==> src/rtl/alu_cmd_pkg.sv <==
// Shared encodings for the ALU command sequencer: requester opcodes,
// ALU function codes and the sequencer state enum.
package alu_cmd_pkg;

    localparam logic [2:0] OP_ADD = 3'd0;
    localparam logic [2:0] OP_SUB = 3'd1;
    localparam logic [2:0] OP_AND = 3'd2;
    localparam logic [2:0] OP_OR  = 3'd3;
    localparam logic [2:0] OP_SHL = 3'd4;
    localparam logic [2:0] OP_SHR = 3'd5;
    localparam logic [2:0] OP_MUL = 3'd6;
    localparam logic [2:0] OP_DIV = 3'd7;

    localparam logic [4:0] F_ADD = 5'b00010;
    localparam logic [4:0] F_SUB = 5'b00011;
    localparam logic [4:0] F_AND = 5'b01000;
    localparam logic [4:0] F_OR  = 5'b01100;
    localparam logic [4:0] F_SHL = 5'b00000;
    localparam logic [4:0] F_SHR = 5'b10000;
    localparam logic [4:0] F_MUL = 5'b00100;
    localparam logic [4:0] F_DIV = 5'b00110;
    localparam logic [4:0] F_NOP = 5'b11111;

    typedef enum logic [2:0] {
        S_IDLE,
        S_ISS_LO,
        S_ISS_HI,
        S_WAIT,
        S_DONE
    } state_t;

endpackage

==> src/rtl/alu_cmd_seq_dec.sv <==
// Opcode decoder: maps a requester opcode to the ALU function code and
// flags the ops whose high result nibble is meaningless.
module alu_op_dec
    import alu_cmd_pkg::*;
(
    input  logic [2:0] i_op,
    output logic [4:0] o_f,
    output logic       o_hi_zero
);

    // NOTE: every output gets a default first so no path can infer a latch.
    always_comb begin
        o_f       = F_NOP;
        o_hi_zero = 1'b0;
        case (i_op)
            OP_ADD: o_f = F_ADD;
            OP_SUB: o_f = F_SUB;
            OP_AND: begin o_f = F_AND; o_hi_zero = 1'b1; end
            OP_OR:  begin o_f = F_OR;  o_hi_zero = 1'b1; end
            OP_SHL: begin o_f = F_SHL; o_hi_zero = 1'b1; end
            OP_SHR: begin o_f = F_SHR; o_hi_zero = 1'b1; end
            OP_MUL: o_f = F_MUL;
            OP_DIV: o_f = F_DIV;
            default: ;
        endcase
    end

endmodule

==> src/rtl/alu_cmd_seq.sv <==
// Command sequencer: issues one opcode to the registered 4-bit ALU twice
// (low then high nibble) and assembles the 8-bit result for the requester.
module alu_cmd_seq
    import alu_cmd_pkg::*;
(
    input  logic       CLK,
    input  logic       CLR,
    input  logic       req,
    input  logic [2:0] op,
    input  logic [3:0] x,
    input  logic [3:0] y,
    input  logic       chain,
    input  logic       keep,
    output logic       busy,
    output logic       done,
    output logic       err,
    output logic [7:0] res,
    output logic [3:0] alu_a,
    output logic [3:0] alu_b,
    output logic [4:0] alu_f,
    output logic       alu_v,
    output logic       alu_save,
    output logic       alu_load,
    input  logic [3:0] alu_y
);

    state_t     r_state;
    state_t     w_next;
    logic [2:0] r_op;
    logic [3:0] r_x;
    logic [3:0] r_y;
    logic [3:0] r_lo;
    logic       r_chain;
    logic       r_keep;
    logic [7:0] r_res;
    logic       r_err;

    logic [4:0] w_f;
    logic       w_hi_zero;
    logic       w_accept;
    logic       w_div0;

    alu_op_dec u_dec (
        .i_op      (r_op),
        .o_f       (w_f),
        .o_hi_zero (w_hi_zero)
    );

    assign w_accept = req && ((r_state == S_IDLE) || (r_state == S_DONE));
    assign w_div0   = (op == OP_DIV) && (y == 4'd0);

    assign busy = (r_state == S_ISS_LO) || (r_state == S_ISS_HI) || (r_state == S_WAIT);
    assign done = (r_state == S_DONE);
    assign res  = r_res;
    assign err  = r_err;

    always_comb begin
        w_next   = r_state;
        alu_f    = F_NOP;
        alu_a    = 4'd0;
        alu_b    = 4'd0;
        alu_v    = 1'b0;
        alu_save = 1'b0;
        alu_load = 1'b0;
        case (r_state)
            S_IDLE, S_DONE: begin
                if (w_accept) w_next = w_div0 ? S_DONE : S_ISS_LO;
                else          w_next = S_IDLE;
            end
            S_ISS_LO: begin
                alu_f    = w_f;
                alu_a    = r_x;
                alu_b    = r_y;
                alu_load = r_chain;
                alu_save = r_keep;
                w_next   = S_ISS_HI;
            end
            S_ISS_HI: begin
                alu_f    = w_f;
                alu_a    = r_x;
                alu_b    = r_y;
                alu_v    = 1'b1;
                alu_load = r_chain;
                w_next   = S_WAIT;
            end
            S_WAIT: begin
                alu_a  = r_x;
                alu_b  = r_y;
                w_next = S_DONE;
            end
            default: w_next = S_IDLE;
        endcase
    end

    // NOTE: state and data registers use non-blocking assignments only.
    always_ff @(posedge CLK or posedge CLR) begin
        if (CLR) r_state <= S_IDLE;
        else     r_state <= w_next;
    end

    // res/err change only at a completion so the previous result stays
    // readable while the next operation is in flight.
    always_ff @(posedge CLK or posedge CLR) begin
        if (CLR) begin
            r_op    <= OP_ADD;
            r_x     <= 4'd0;
            r_y     <= 4'd0;
            r_lo    <= 4'd0;
            r_chain <= 1'b0;
            r_keep  <= 1'b0;
            r_res   <= 8'd0;
            r_err   <= 1'b0;
        end else begin
            if (w_accept) begin
                r_op    <= op;
                r_x     <= x;
                r_y     <= y;
                r_chain <= chain;
                r_keep  <= keep;
                if (w_div0) begin
                    r_res <= 8'hFF;
                    r_err <= 1'b1;
                end
            end
            if (r_state == S_ISS_HI) r_lo <= alu_y;
            if (r_state == S_WAIT) begin
                r_res <= {(w_hi_zero ? 4'h0 : alu_y), r_lo};
                r_err <= 1'b0;
            end
        end
    end

endmodule

==> config.mk <==
export PLATFORM = sky130hd
export DESIGN_NAME = alu_cmd_seq
export DESIGN_NICKNAME = d
export VERILOG_FILES = /design/src/rtl/alu_cmd_pkg.sv /design/src/rtl/alu_cmd_seq_dec.sv /design/src/rtl/alu_cmd_seq.sv
export SDC_FILE = /design/constraint.sdc
export NUM_CORES = 1
export LEC_CHECK = 0
export ABC_AREA = 1
export ABC_CLOCK_PERIOD_IN_PS = 1500
export BUFFER_PORTS_ARGS = -buffer_cell sky130_fd_sc_hd__buf_2
export CORE_MARGIN = 1
export CORE_UTILIZATION = 49
export CTS_CLUSTER_DIAMETER = 40
export DETAILED_ROUTE_END_ITERATION = 6
export GPL_TIMING_DRIVEN = 0
export HOLD_SLACK_MARGIN = 0.12
export PLACE_DENSITY_LB_ADDON = 0.08
export SYNTH_ARGS = -nofsm -noshare
export SYNTH_HDL_FRONTEND = slang
export SYNTH_SLANG_ARGS = --single-unit
==> constraint.sdc <==
create_clock -name CLK -period 1.5 [get_ports CLK]
set_clock_uncertainty 0.05 [all_clocks]
set_input_delay 0.3 -clock CLK [delete_from_list [all_inputs] [get_ports CLK]]
set_output_delay 0.3 -clock CLK [all_outputs]
set_load 0.02 [all_outputs]
# After elaboration in Yosys (flattened, before gate mapping)
# Index checks and enable logic that the tools add are counted.
# W data, S select, Z words.
dict set report word_totals {
  register_bits 29
  input_bits 20
  output_inout_bits 27
  elab_cells 54
}
dict set report op_classes {
  n_eq_ne 12
  muxes 18
  reduce_logical 15
}
# cell count
set ops {}
lappend ops {{$pmux W5 S8} 1}
lappend ops {{$mux W8} 3}
lappend ops {{$eq A3 B3 Y1 const B} 6}
lappend ops {{$eq A3 B2 Y1 const B} 4}
lappend ops {{$mux W4} 3}
lappend ops {{$pmux W3 S4} 1}
lappend ops {{$mux W1} 7}
lappend ops {{$eq A3 B1 Y1 const B} 2}
lappend ops {{$logic_not A3 Y1} 2}
lappend ops {{$mux W3} 2}
lappend ops {{$mux W5} 1}
lappend ops {{$logic_not A4 Y1} 1}
lappend ops {{$reduce_bool A2 Y1} 2}
lappend ops {{$reduce_or A2 Y1} 2}
lappend ops {{$reduce_or A4 Y1} 1}
lappend ops {{$logic_or A1 B1 Y1} 3}
lappend ops {{$reduce_or A3 Y1} 1}
lappend ops {{$logic_and A1 B1 Y1} 2}
lappend ops {{$reduce_and A2 Y1} 1}

# Logic depth before layout (Yosys ltp)
dict set report depth {
  word_depth 5
  mapped_depth 7
  mapped_depth_nobuf 7
}

# Modules after synthesis
# A second synthesis with hierarchy kept.
dict set report hier_totals {
  hier_cells 180
  area_unflattened_um2 1456.4
}
# mod instances cells_per_inst area_per_inst_um2 seq_area_each_um2
set modules_own_cells {}
lappend modules_own_cells {alu_cmd_seq 1 164 1388.8 725.7}
lappend modules_own_cells {alu_op_dec 1 16 67.6 0.0}

# Worst setup path after synthesis
# OpenSTA, ideal clock, no wires.
dict set report synth_timing {
  kind {reg-to-output}
  startpoint {reg r_op[1]}
  endpoint {out alu_f[2]}
  arrival_time_ns 1.380
  required_ns 1.150
  slack_ns -0.230
  stages_incl_launch_ff 8
  path_buffers 0
  cell_sequence {dfrtp_1 > inv_1 > ha_1 > nor2_1 > nand2_1 > inv_1 > and2_1 > o21ai_0}
}
dict set report synth_between {
  elab_chain_cells 3
  elab_cells_between_ends 10
  classes_between {7 x eq/ne; 2 x mux; 1 x reduce/logical}
}
# element line_no
set synth_rtl {}
lappend synth_rtl {{start, declared} alu_cmd_seq.sv:29} ;# logic [2:0] r_op;
lappend synth_rtl {{start signal, assigned} alu_cmd_seq.sv:115} ;# r_op <= op;
lappend synth_rtl {{$eq A3 B3 Y1, or another cell as far along} alu_cmd_seq_dec.sv:15} ;# case (i_op)
lappend synth_rtl {{$pmux W5 S8 (*)} alu_cmd_seq_dec.sv:15}
lappend synth_rtl {{$mux W5 (*)} alu_cmd_seq.sv:65} ;# case (r_state)
lappend synth_rtl {{end, declared} alu_cmd_seq.sv:20} ;# output logic [4:0] alu_f,
# Mark *: on every way between the ends. The rest lies on a longest branch, timed or not.

# Final worst setup path
dict set report layout_timing {
  startpoint {reg r_op[2]}
  endpoint {out alu_f[2]}
}
# The elaborated chain is that of the path after synthesis.

==> flow_summary.toml <==
[placed_design]
dpl_cell_area_sq_um = 1690
routabilityCongestion = 0.821
dpl.hpwl_microns = 2330
port_buffers = 46
dp_slack_ns = -0.135
dp.cells = 250

[clock_network]
clockRootBuffer = "clkbuf_4"
cts_sinks = 29
insertion_delay_ns = 0.33
ctsHtreeMaxLevel = 2
cts_tree = "done"
cts_buffer_depth = 2
cts_buffers = 5
cts.clk_slew.worst_paths_ns = 0.09

[drt]
drcViolationCount = 0
dr.first_iter.drc_count = 110
drtPass1Iterations = 4
wirelength_microns = 4820
vias = 1548
ant_nets = 0
wl_per_cell_microns = 17.2
drt-vias-per-instance = 5.53

[finish]
layout.nets = 273
fillCellCount = 125
n_antenna_cell = 0
area_growth_pct = 60.9
stdcell_area_sq_um = 2240
drive_above_1_share = 0.504
fin_cells = 280
final_cell_mix = "nand2_1, buf_2, dfrtp_1"
final_common_cell = "nand2_1"

[grt]
grt_max_degree = 30
overflow = 0
grt_first_pass_wirelength_microns = 6110
antenna_found_initial = 0
grt_pass1_vias = 1458
grt_usage = 0.258

[power_and_ir_drop]
p_leak_uw = 0.00115
comb_power_share = 0.672
p_int_uw = 3040
p_sw_frac = 0.472
p_per_area_nw_per_um2 = 2570
pwr-share-seq = 0.243
fin_total_pwr_uw = 5760
p_switching_uw = 2720
clkPwrFrac = 0.084
ir_drop_v = 0.00231

[sta]
relSlewSlack = 0.275
period_needed_ns = 1.94
fin_ws_ns = -0.442
max_freq_ghz = 0.515
report.final.slew_viol_count = 0
rsz0062_at_grt = "true"
post-route-period-util = 1.29
final_hold_viol_count = 0
setup_violations = 19
worst_slew_pin_slew_ns = 1.09

[die]
dieArea_sq_um = 3060
initial_core_util = 0.539
rows = 18
num_io_pins = 47
core_sq_um = 2590
fp.dieW_microns = 55.4
dieHeight_microns = 55.4

[setup_path]
startpoint_type = "flip-flop"
path_class = "reg -> out"
cp_max_fo = 5
end_kind = "output pin"
worst-endpoint-arrival_ns = 1.59
cp.required_ns = 1.15

[logic_synthesis]
avgSynthCellArea_sq_um = 8.02
ys_seq_area_frac = 0.520
syn-num-nets = 197
synth_seq_cells = 29
synthCells = 174
yosysWarningCount = 0
synth_edf_count = 0
synthArstFlopShare = 1.00
ys_types = 23
synth-main-ff-cell = "dfrtp_1"
synth_area_sq_um = 1400

[min_path]
min_path_type = "in -> reg"

[job]
maxCapViolCount = 0

[outcome]
violations = "setup timing"
outcome = "complete, but fails checks"
==> routing by layer <==
layer	vias to the layer above	track usage	part of all wire
li1	695	-	-
met1	750	0.300	0.36
met2	96	0.441	0.56
met3	7	0.0726	0.078
met4	0	0.118	0.011
met5	-	0	0
==> worst max-delay path, stage by stage (launching register included) <==
cell and delay, ns:
dfrtp_2 0.48, inv_2 0.10, ha_4 0.13, inv_2 0.03
nand2_2 0.07, inv_2 0.04, and2_4 0.13, o21ai_2 0.14
buf_6 0.13
==> logic make-up after synthesis <==
logic type,synth area share
AOI/OAI and AO/OA,0.0700
adders and majority gates,0.0269
buffers and inverters,0.0735
DFF,0.520
and+or+nand+nor,0.309
==> worst paths after layout <==
path / start / to / slack [ns] / depth (start not counted)
max: r_op[2]$_DFFE_PP0P_ / alu_f[2] / -0.44 / 8
min: x[0] / r_x[0]$_DFFE_PP0P_ / 0.12 / 3
max reg2reg: r_state[1]$_DFF_PP0_ / res[0]$_DFFE_PP0P_ / -0.02 / 8
min reg2reg: r_lo[2]$_DFFE_PP0P_ / r_lo[2]$_DFFE_PP0P_ / 0.45 / 2
max in group asynchronous: CLR / r_state[0]$_DFF_PP0_ / 0.49 / 2
min in group asynchronous: CLR / res[7]$_DFFE_PP0P_ / 0.17 / 2
==> through the flow <==
| stage | hold WS, ns | utilization | setup TNS, ns |
|---|---|---|---|
| floorplan | 0.328 | - | -0.0828 |
| global placement | 0.407 | 0.653 | -0.237 |
| detailed placement | 0.408 | 0.653 | -0.543 |
| CTS | 0.120 | 0.765 | -3.63 |
| global route | 0.134 | 0.867 | -6.22 |
| finish | 0.124 | 0.867 | -5.19 |
==> state kept, by name, indices dropped and copies added (netlist names), 3 cells and up <==
name,flops
res,8
r_op,3
r_x,4
r_state,3
r_lo,4
r_y,4
==> cells in the mapped netlist (2+ instances only) <==
cell type   n  area share
o21ai_1     3       0.011
nand2_2     2      0.0090
or2_2       4       0.018
nand2_1    53        0.14
inv_1      19       0.051
nor2_1     15       0.040
ha_1        3       0.027
o21ai_0    11       0.039
dfrtp_1    29        0.52
inv_2       2      0.0054
nand3_1    21       0.075
==> area by class of cell <==
cell class              instances  area [sq um]  area share
multi-input cells             121           771       0.343
flip-flops and latches         29           731       0.326
repair buffers                 69           519       0.231
inverters                      21          93.8      0.0418
clock buffers                   7          55.1      0.0245
plain buffers                   3          37.5      0.0167
well taps                      30          37.5      0.0167
==> power groups by stage <==
stage	clock network, uW	logic, uW	registers, uW
4_1_cts	487	2960	1350
3_3_place_gp	0	2170	1310
6_report	487	3870	1400
2_1_floorplan	0	1500	1400
3_5_place_dp	0	2230	1330
5_1_grt	516	4110	1420
==> what timing repair did <==
action,in CTS,in global routing
endpoints found under the setup margin,18,29
hold endpoints to repair,1,0
setup buffers,8,14
hold buffers,1,0
gates cloned,0,1
pin swaps,5,7
gates resized for setup,53,45
(Power assumes the default switching activity.)
